## config.mk

```make
export PLATFORM = sky130hd
export DESIGN_NAME = instr_fetch_stage
export DESIGN_NICKNAME = d
export VERILOG_FILES = /design/src/rtl/instr_fetch_stage.sv
export SDC_FILE = /design/constraint.sdc
export NUM_CORES = 1
export LEC_CHECK = 0
export ABC_AREA = 1
export ABC_CLOCK_PERIOD_IN_PS = 12400
export CAP_MARGIN = 15
export CORE_MARGIN = 1
export CORE_UTILIZATION = 49
export CTS_CLUSTER_SIZE = 20
export DETAILED_ROUTE_END_ITERATION = 10
export PLACE_DENSITY = 0.81
export SETUP_SLACK_MARGIN = 0.5
export SLEW_MARGIN = 20
export SYNTH_ARGS = -nofsm -noshare
export SYNTH_HDL_FRONTEND = slang
export SYNTH_SLANG_ARGS = --single-unit
export TNS_END_PERCENT = 30
```

## constraint.sdc

```tcl
create_clock -name CLK -period 12.4 [get_ports CLK]
set_input_delay 3.1 -clock CLK [delete_from_list [all_inputs] [get_ports CLK]]
set_output_delay 3.1 -clock CLK [all_outputs]
set_load 0.05 [all_outputs]
```

## src/rtl/instr_fetch_stage.sv

```systemverilog
// Purpose: RV32IM fetch stage; owns the PC, drives the imem request/busywait handshake, fills IF/ID.
// Latency: one cycle from an accepted fetch to IF/ID; zero-wait memory sustains one instruction per cycle.
// Backpressure: imem_busywait and stall_id hold the PC; stall_id also holds IF/ID, a busywait-only cycle inserts a bubble.
//
// Ports:
//   CLK, RESET                       rising-edge clock, asynchronous active-high reset
//   imem_addr/imem_read              fetch address (the PC) and request, decoded from registered state
//   imem_rdata/imem_busywait         returned word, valid when imem_read=1 and imem_busywait=0
//   stall_id                         decode hazard: hold PC and IF/ID
//   branch_taken/branch_target       redirect from EX; target bits [1:0] are ignored
//   if_id_pc/pc4/instr/valid         IF/ID pipeline register
//   perf_fetch_cnt/perf_stall_cnt    present only when IF_PERF_COUNTERS_EN is defined
module instr_fetch_stage #(
    parameter logic [31:0] RESET_PC  = 32'h0000_0000,
    parameter logic [31:0] NOP_INSTR = 32'h0000_0013
) (
    input  logic        CLK,
    input  logic        RESET,
    output logic [31:0] imem_addr,
    output logic        imem_read,
    input  logic [31:0] imem_rdata,
    input  logic        imem_busywait,
    input  logic        stall_id,
    input  logic        branch_taken,
    input  logic [31:0] branch_target,
    output logic [31:0] if_id_pc,
    output logic [31:0] if_id_pc4,
    output logic [31:0] if_id_instr,
    output logic        if_id_valid
`ifdef IF_PERF_COUNTERS_EN
    ,
    output logic [31:0] perf_fetch_cnt,
    output logic [31:0] perf_stall_cnt
`endif
);

    typedef enum logic [1:0] {
        BOOT  = 2'd0,
        FETCH = 2'd1,
        WAIT  = 2'd2,
        DROP  = 2'd3
    } state_t;

    state_t      state_q, state_d;
    logic [31:0] pc_q, pc_d;
    logic [31:0] redir_q, redir_d;
    logic        accept;
    logic        ifid_ld;
    logic        ifid_bubble;
    logic [31:0] tgt_aligned;
    logic [31:0] pc_plus4;

    // Request is a pure decode of state so that an asynchronous reset
    // withdraws it immediately.
    assign imem_read   = (state_q != BOOT);
    assign imem_addr   = pc_q;
    assign accept      = imem_read && !imem_busywait;
    assign tgt_aligned = branch_target & 32'hFFFF_FFFC;
    assign pc_plus4    = pc_q + 32'd4;

    always_ff @(posedge CLK or posedge RESET) begin
        if (RESET) begin
            state_q <= BOOT;
        end else begin
            state_q <= state_d;
        end
    end

    always_comb begin
        state_d     = state_q;
        pc_d        = pc_q;
        redir_d     = redir_q;
        ifid_ld     = 1'b0;
        ifid_bubble = 1'b0;

        // IF/ID policy: a redirect always flushes, a decode stall holds,
        // otherwise load a real word only on an accept that is not being
        // discarded (DROP), else insert a bubble.
        if (branch_taken) begin
            ifid_bubble = 1'b1;
        end else if (stall_id) begin
            ifid_bubble = 1'b0;
        end else if (accept && (state_q != DROP)) begin
            ifid_ld = 1'b1;
        end else begin
            ifid_bubble = 1'b1;
        end

        case (state_q)
            BOOT: begin
                state_d = FETCH;
            end
            FETCH, WAIT: begin
                if (accept) begin
                    state_d = FETCH;
                    if (branch_taken) begin
                        pc_d = tgt_aligned;
                    end else if (!stall_id) begin
                        pc_d = pc_plus4;
                    end
                end else if (branch_taken) begin
                    // The in-flight access cannot be cancelled; remember the
                    // target and throw the returning word away.
                    redir_d = tgt_aligned;
                    state_d = DROP;
                end else begin
                    state_d = WAIT;
                end
            end
            DROP: begin
                if (accept) begin
                    // A redirect arriving on the same edge is the newest one.
                    pc_d    = branch_taken ? tgt_aligned : redir_q;
                    state_d = FETCH;
                end else if (branch_taken) begin
                    redir_d = tgt_aligned;
                end
            end
            default: begin
                state_d = BOOT;
            end
        endcase
    end

    always_ff @(posedge CLK or posedge RESET) begin
        if (RESET) begin
            pc_q        <= RESET_PC;
            redir_q     <= RESET_PC;
            if_id_pc    <= 32'd0;
            if_id_pc4   <= 32'd0;
            if_id_instr <= NOP_INSTR;
            if_id_valid <= 1'b0;
        end else begin
            pc_q    <= pc_d;
            redir_q <= redir_d;
            if (ifid_ld) begin
                if_id_pc    <= pc_q;
                if_id_pc4   <= pc_plus4;
                if_id_instr <= imem_rdata;
                if_id_valid <= 1'b1;
            end else if (ifid_bubble) begin
                if_id_instr <= NOP_INSTR;
                if_id_valid <= 1'b0;
            end
        end
    end

`ifdef IF_PERF_COUNTERS_EN
    always_ff @(posedge CLK or posedge RESET) begin
        if (RESET) begin
            perf_fetch_cnt <= 32'd0;
            perf_stall_cnt <= 32'd0;
        end else begin
            if (ifid_ld) begin
                perf_fetch_cnt <= perf_fetch_cnt + 32'd1;
            end
            if ((imem_read && imem_busywait) || stall_id) begin
                perf_stall_cnt <= perf_stall_cnt + 32'd1;
            end
        end
    end
`endif

endmodule

```

==> impl_metrics.tcl, run 1 <==
set metrics [dict create \
    outcome "finished, final reports clean" \
    synth_warnings 0 \
    cp-end-kind "flop" \
    r2r_slack_ns 9.42 \
    antenna_found_initial 0 \
    die_area_um2 15300 \
    track_usage_pct 26.6 \
    synth_top_family_by_area "simple AND/OR/NAND/NOR gates" \
    synth.top_cell.area_share_pct 54.4 \
    finalHoldViolCount 0 \
    yosysSeqAreaShare_pct 55.4 \
    fp.dieW_um 124 \
    io_pins 199 \
    fin_tns_setup_ns 0 \
    p_per_area_nw_per_um2 288 \
    path_max_fanout 35 \
    core_area_um2 14500 \
    clk_latency_ns 0.43 \
    hpwl_mm 14.0 \
    fin_crit_sh_pct 47.9 \
    clock_sinks 161 \
    wl_per_cell_um 15.9 \
    numPortBuffers 196 \
    synth_simple_gate_area_share_pct 24.9 \
    via_per_inst 5.16 \
    nets 1129 \
    period_minus_slack_ns 5.94 \
    synthesis.area_um2 7270 \
    vias 6466 \
    antenna_cells 0 \
    die_h_um 124 \
    synth_compound_area_share_pct 11.2 \
    cts_root_buffer "clkbuf_16" \
    netlist_instances 879 \
    p_leak_uw 0.00479 \
    yosys.area.top_type "dfrtp_1" \
    synthXorXnorAreaFrac_pct 1.81 \
    layout-drive-gt1-share_pct 5.23 \
    tritoncts "yes" \
    drc_errors 0 \
    initialDrtViolationCount 509 \
    final_util_pct 68.0 \
    syn-num-nets 951 \
    yosys-top-cells-area "dfrtp_1 54%, nand2_1 18%, nor2_1 4.4%, a22o_1 3.5%, inv_1 3.0%" \
    n_fill_cell 1167 \
    synth.avg_cell_area_um2 8.28 \
    area_growth_pct 35.9 \
    hold_path_class "reg2reg" \
    synth_fa_ha_area_share_pct 0.516 \
    initial_core_util_pct 50.1 \
    finalSetupViolCount 0 \
    routed_wl_mm 19.9 \
    first_pass_iters 5 \
    slew_violations 0 \
    cts_buffers 17 \
    drtAntennaViolNets 0 \
    synth_mux_area_share_pct 0 \
    rows 44 \
    synth_cell_types 30 \
    cts_max_path_buffers 2 \
    rsz0062_at_grt "no" \
    grt_pass1_vias 5990 \
    overflow 0 \
    grt_pass1_wl_mm 30.7 \
    fin_skew_ns 0.00789 \
    htree_levels 4 \
    post_cts_resized 0 \
    worst_pin_slew_ns 1.05 \
    ys_ff_latch 161 \
    post_cts_buffers 0 \
    startpoint_type "primary input" \
    crit_required_ns 12.71 \
    slew_headroom_pct 30.0 \
    grt_max_degree 89 \
    hold_buffers 0 \
    critical_path_class "in2reg" \
    arrival_ns 6.25 \
    cap_violations 0 \
    peakVddDrop_mv 0.134 \
    clkSlewWorstSetupHoldPaths_ns 0.06 \
    gp_congestion 0.882 \
    timing.fmax_mhz 168 \
]
[power breakdown]
part / switching, uW / internal [uW]
clock network: 214 / 301
logic: 1000 / 447
registers: 162 / 725
total: 1380 / 1470
[metrics by stage]
step | cell area, um^2 | hold WS [ns] | total power, uW | std cells | worst slack (ns)
2_1_floorplan | 7270 | 0.437 | 1840 | 879 | 4.96
3_3_place_gp | 9300 | 0.452 | 2300 | 1222 | 6.08
3_5_place_dp | 9300 | 0.458 | 2330 | 1222 | 6.02
4_1_cts | 9880 | 0.473 | 2850 | 1254 | 6.48
5_1_grt | 9880 | 0.496 | 3000 | 1254 | 6.18
6_report | 9880 | 0.469 | 2850 | 1254 | 6.46
[state kept, by name (all words and copies together), names as in the netlist]
signal and count:
if_id_instr 32, if_id_pc 32, if_id_pc4 30, if_id_valid 1, imem_addr 32, redir_q 32, state_q 2
[worst max-delay path, cell delays in order]
cell and delay, ns:
clkdlybuf4s50_1 0.39, buf_4 0.24, inv_1 0.14, nand2_1 0.17
inv_1 0.81, nand2_1 0.14, nand2_2 0.57, inv_2 0.39
nor2_1 0.20, a21oi_1 0.06
[layout make-up]
type                            count  area (um^2)  area share (%)
Multi-Input combinational cell    613         2800            28.3
Sequential cell                   161         4030            40.8
Clock inverter                     13          136            1.38
Clock buffer                       19          443            4.48
Inverter                           62          238            2.41
Timing Repair Buffer              202         2010            20.3
Tap cell                          184          230            2.33
[cell families (layout without fill, tap and decap cells)]
group,count (synthesis),count (layout)
buffers and inverters,105,296
adders and majority gates,3,3
and+or+nand+nor,464,464
AOI/OAI and AO/OA,131,131
DFF,161,161
xor gates and xnor gates,15,15
[routing by layer]
metal | wire length [um] | vias up | GRT usage (%)
met5 | 0 | - | 0
met4 | 297 | 0 | 8.81
met3 | 1690 | 23 | 6.09
met2 | 9230 | 254 | 41.8
met1 | 8730 | 3057 | 36.5
li1 | - | 3132 | -
[cell usage after synthesis, drive strengths merged]
cell type and number:
nor4 1, and2 1, nor2 95, clkbuf 20, dfstp 3, o221ai 2
o22ai 9, dfrtp 158, o21a 1, nor3 2, o21ai 55, nand3 16
xor2 13, o22a 3, xnor2 2, a21o 1, a22o 29, a21oi 24
inv 62, a22oi 7, nand2 349, ha 3, buf 23
[worst paths after layout]
kind,to,from,cells after the start
setup / recovery,imem_addr[31]$_DFFE_PP0P_,branch_taken,10
hold / removal,redir_q[1]$_DFFE_PP0P_,redir_q[1]$_DFFE_PP0P_,2
setup reg to reg,if_id_pc[30]$_DFFE_PP0P_,state_q[0]$_DFFE_PP0P_,10
hold reg to reg,redir_q[1]$_DFFE_PP0P_,redir_q[1]$_DFFE_PP0P_,2
max in group asynchronous,redir_q[1]$_DFFE_PP0P_,RESET,3
min in group asynchronous,if_id_instr[25]$_DFFE_PP0P_,RESET,2
[cells in the final DEF, fill, tap and decap left out, types with 2 or more instances in the layout]
cell	Yosys	routed
a22oi_1	7	7
nor2_1	86	86
nand3_1	16	16
o21ai_0	30	30
o22a_1	3	3
dfstp_2	3	3
xnor2_1	2	2
o21ai_1	25	25
inv_6	0	2
o22ai_1	9	9
dfrtp_1	158	158
ha_1	3	3
clkdlybuf4s50_1	0	196
a21oi_1	24	24
clkinv_2	0	4
buf_4	9	6
clkbuf_16	0	17
nand2_1	348	348
o221ai_1	2	2
inv_1	58	57
clkinvlp_4	0	4
nor2_2	8	8
a22o_1	29	29
clkinv_4	0	2
inv_2	4	4
xor2_1	13	13
bufinv_16	0	2
(Power assumes the default switching activity.)
==> run 2: changes to the inputs <==
- ABC_CLOCK_PERIOD_IN_PS: 12400 -> 5300
- CORE_UTILIZATION: 49 -> 44
- PLACE_DENSITY: 0.81 -> 0.77
- clock period: 12.4 -> 5.3 ns (I/O delays scaled with it)
==> impl_metrics.tcl, run 2 (synthesis results as in run 1) <==
set metrics [dict create \
    period_minus_slack_ns 3.62 \
    timing.fmax_mhz 276 \
    peakVddDrop_mv 0.323 \
    arrival_ns 3.89 \
    cap_violations 0 \
    antenna_cells 0 \
    multi_input_area_um2 2800 \
    startpoint_type "primary input" \
    fin_skew_ns 0.00970 \
    fin_crit_sh_pct 68.4 \
    crit_required_ns 5.56 \
    antenna_found_initial 0 \
    overflow 0 \
    cp-end-kind "flop" \
    power_uw 6850 \
    clk_latency_ns 0.43 \
    tritoncts "yes" \
    m1WireLength_mm 9.07 \
    first_pass_iters 5 \
    cp_cell_sequence "clkdlybuf4s50_1 > nor2_2 > nor2_1 > inv_1 > nor2_1 > inv_1 > nand2_1 > o21ai_0" \
    place_inst 1255 \
    finalSetupViolCount 0 \
    track_usage_pct 24.7 \
    top_layer_used "met4" \
    layout-drive-gt1-share_pct 5.32 \
    nets 1130 \
    met2WireLength_mm 9.52 \
    die_area_um2 17100 \
    numPortBuffers 196 \
    cts_max_path_buffers 2 \
    finalNonFillerCells 1287 \
    via_per_inst 5.02 \
    drc_errors 0 \
    fp.dieW_um 131 \
    core_area_um2 16000 \
    final_cell_mix "348 x nand2_1, 196 x clkdlybuf4s50_1, 158 x dfrtp_1" \
    worst_path_max_delay_cell "nor2_1" \
    rsz0062_at_grt "no" \
    finalHoldViolCount 0 \
    hpwl_mm 14.5 \
    initial_core_util_pct 45.5 \
    area_growth_pct 38.1 \
    drtAntennaViolNets 0 \
    slew_violations 0 \
    wl_per_cell_um 16.0 \
    vias 6459 \
    post_cts_resized 0 \
    critical_path_class "in2reg" \
    fin_tns_setup_ns 0 \
    clock_sinks 161 \
    hold_buffers 0 \
    post_cts_buffers 0 \
    cts_buffers 17 \
    io_pins 199 \
    clkSlewWorstSetupHoldPaths_ns 0.06 \
    htree_levels 4 \
    routed_wl_mm 20.6 \
    rows 46 \
    grt_pass1_vias 5960 \
    path_max_fanout 30 \
    p_leak_uw 0.00485 \
    cts_root_buffer "clkbuf_16" \
    worst_pin_slew_ns 0.843 \
    wl_met3_mm 1.62 \
    p_per_area_nw_per_um2 682 \
    die_h_um 131 \
    grt_pass1_wl_mm 31.8 \
    outcome "finished, final reports clean" \
    grt_max_degree 162 \
    hold_path_class "reg2reg" \
    gp_congestion 0.940 \
    regArea_um2 4030 \
    slowest_delay_ns 0.72 \
    initialDrtViolationCount 580 \
    n_fill_cell 1388 \
    final_common_cell "nand2_1" \
    slew_headroom_pct 43.8 \
]
run 2: worst max-delay path, delay by kind of cell:
family	cells	cell delay, ns
buf+inv	3	1.41
compound gates	1	0.11
simple gates	4	1.04
run 2: layer usage:
layer / GRT usage (%) / up-vias
li1: - / 3129
met1: 34.2 / 3051
met2: 38.7 / 245
met3: 5.50 / 34
met4: 8.25 / 0
met5: 0 / -
run 2: worst paths after layout:
path | from | end | slack (ns) | cells after the start
worst min-delay path | if_id_pc[15]$_DFFE_PP0P_ | if_id_pc[15]$_DFFE_PP0P_ | 0.47 | 2
max in group asynchronous | RESET | if_id_instr[26]$_DFFE_PP0P_ | 3.18 | 3
worst max register to register | state_q[0]$_DFFE_PP0P_ | redir_q[26]$_DFFE_PP0P_ | 2.35 | 9
worst max-delay path | imem_busywait | redir_q[26]$_DFFE_PP0P_ | 1.68 | 8
min in group asynchronous | RESET | imem_addr[4]$_DFFE_PP0P_ | 1.50 | 3
worst min register to register | if_id_pc[15]$_DFFE_PP0P_ | if_id_pc[15]$_DFFE_PP0P_ | 0.47 | 2
run 2: cell type report:
cell class                 count  share of cell area [%]
timing repair buffer         203                    20.3
inverter                      62                    2.35
clock buffer                  23                    4.96
tap                          216                    2.69
multi-input combinational    613                    27.8
clock inverter                 9                    1.74
sequential                   161                    40.1
run 2: through the flow:
stage               instance area, um^2  setup slack [ns]  hold WS [ns]  utilization (%)
global placement                   9380              1.30         0.452             58.6
floorplan                          7280              1.93         0.437                -
CTS                               10000              1.70         0.473             62.8
finish                            10000              1.68         0.467             62.8
global route                      10000              1.48         0.486             62.8
detailed placement                 9380              1.28         0.458             58.6
run 2: power breakdown:
group	switching (uW)	internal, uW	leakage [uW]
Sequential	388	1700	0.00200
Clock	482	898	0.000325
Combinational	2340	1050	0.00252
Total	3210	3640	0.00485
==> run 3: changes to the inputs <==
- ABC_CLOCK_PERIOD_IN_PS: 5300 -> 3100
- clock period: 5.3 -> 3.1 ns (I/O delays scaled with it)
==> impl_metrics.tcl, run 3 (synthesis results as in run 1) <==
set metrics [dict create \
    clk_latency_ns 0.43 \
    placed_cell_area_um2 9410 \
    cap_violations 0 \
    min_to "if_id_pc4[5]$_DFFE_PP0P_" \
    rsz0062_at_grt "yes" \
    layout-drive-gt1-share_pct 5.58 \
    p_int_uw 6140 \
    setup_ws_ns 0.487 \
    grt-busiest-layer "met2" \
    worst_pin_slew_ns 0.877 \
    post_cts_buffers 0 \
    die_area_um2 17100 \
    via_per_inst 4.96 \
    met3_usage_pct 6.39 \
    area_growth_pct 38.1 \
    use_met1_pct 33.6 \
    power.switching_uw 5470 \
    slew_headroom_pct 41.5 \
    clkSlewWorstSetupHoldPaths_ns 0.06 \
    fp.dieW_um 131 \
    post_cts_resized 1 \
    drc_errors 0 \
    crit_required_ns 2.32 \
    initialDrtViolationCount 571 \
    startpoint_type "flop" \
    core_area_um2 16000 \
    final_area_um2 10000 \
    vias 6401 \
    p_leak_uw 0.00485 \
    clock_sinks 161 \
    grt_pass1_vias 5941 \
    cts_buffers 17 \
    p_per_area_nw_per_um2 1150 \
    reg2reg_from "state_q[0]$_DFFE_PP0P_" \
    swShare_pct 47.1 \
    grt_use_met2_pct 38.3 \
    die_h_um 131 \
    cp_cell_sequence "clkdlybuf4s50_1" \
    antenna_cells 0 \
    grt_pass1_wl_mm 31.6 \
    initial_core_util_pct 45.5 \
    slew_violations 0 \
    final_common_cell "nand2_1" \
    path_buf_inv 1 \
    final_cell_mix "348 x nand2_1, 194 x clkdlybuf4s50_1, 158 x dfrtp_1" \
    critPathTopFamily "buffers and inverters" \
    wl_per_cell_um 15.8 \
    timing.fmax_mhz 383 \
    io_pins 199 \
    power_frac_clock_pct 19.5 \
    nets 1134 \
    hold_path_depth 2 \
    cts_max_path_buffers 2 \
    dp_slack_ns 0.326 \
    first_pass_iters 7 \
    finalSetupViolCount 0 \
    peakVddDrop_mv 0.520 \
    hold_path_class "reg2reg" \
    cts_root_buffer "clkbuf_16" \
    slowest_delay_ns 0.88 \
    antenna_found_initial 0 \
    pwr-share-seq_pct 30.7 \
    min_from "if_id_pc4[5]$_DFFE_PP0P_" \
    finalHoldViolCount 0 \
    r2r_slack_ns 0.94 \
    fin_tns_setup_ns 0 \
    numPortBuffers 196 \
    p_comb_share_pct 49.9 \
    worst_path_max_delay_cell "clkdlybuf4s50_1" \
    cp-end-kind "output port" \
    overflow 0 \
    hpwl_mm 14.5 \
    reg2reg_depth 8 \
    outcome "finished, final reports clean" \
    htree_levels 4 \
    track_usage_pct 24.5 \
    arrival_ns 1.84 \
    tritoncts "yes" \
    rows 46 \
    timing.hold.ws_ns 0.471 \
    grt_max_degree 95 \
    gp_congestion 0.890 \
    drtAntennaViolNets 0 \
    fin_crit_sh_pct 84.3 \
    hold_buffers 0 \
    critical_path_class "reg2out" \
    period_minus_slack_ns 2.61 \
    fin_skew_ns 0.00607 \
    reg2reg_to "if_id_pc4[11]$_DFFE_PP0P_" \
    path_max_fanout 6 \
    routed_wl_mm 20.4 \
]
## run 3: changes by cell type in the layout (fill, tap and decap cells not counted)
| cell | previous run | this run |
|---|---|---|
| clkinvlp_4 | 3 | 4 |
| clkbuf_1 | 1 | 2 |
| dlymetal6s2s_1 | 0 | 1 |
| clkbuf_8 | 5 | 4 |
| bufinv_16 | 5 | 4 |
| dlygate4sd2_1 | 0 | 1 |
| buf_4 | 5 | 9 |
| clkdlybuf4s50_1 | 196 | 194 |
## run 3: area by class of cell
class,count,area (um^2)
Clock buffer,23,488
Clock inverter,9,153
Fill cell,1405,5950
Inverter,62,236
Multi-Input combinational cell,613,2800
Sequential cell,161,4030
Tap cell,216,270
Timing Repair Buffer,207,2070
## run 3: how the worst max path moves through the flow
stage / startpoint / to / cells past startpoint
3_5_place_dp: branch_taken / imem_addr[17]$_DFFE_PP0P_ / 9
2_1_floorplan: RESET / if_id_instr[10]$_DFFE_PP0P_ / 1
3_3_place_gp: branch_taken / imem_addr[20]$_DFFE_PP0P_ / 9
5_1_grt: imem_addr[16]$_DFFE_PP0P_ / imem_addr[16] / 1
6_report: imem_addr[16]$_DFFE_PP0P_ / imem_addr[16] / 1
4_1_cts: imem_addr[16]$_DFFE_PP0P_ / imem_addr[16] / 1
## run 3: power by group through the flow
stage	registers, uW	logic, uW	clock network [uW]
6_report	3560	5790	2260
4_1_cts	3550	5800	2280
5_1_grt	3660	6200	2370
2_1_floorplan	5550	1800	0
3_3_place_gp	3540	5710	0
3_5_place_dp	3570	5770	0
## run 3: metal layers
metal  vias to the layer above  wire length, um  share of wire [%]
met5                         -                0                  0
met4                         0              283                1.4
met3                        23             1630                8.0
met2                       220             9580                 47
met1                      3008             8890                 44
li1                       3150                -                  -
## run 3: per-stage QoR
stage	power [uW]	util (%)	cells
3_5_place_dp	9340	58.8	1259
2_1_floorplan	7350	-	879
5_1_grt	12200	62.8	1291
3_3_place_gp	9250	58.8	1259
4_1_cts	11600	62.8	1291
6_report	11600	62.8	1291
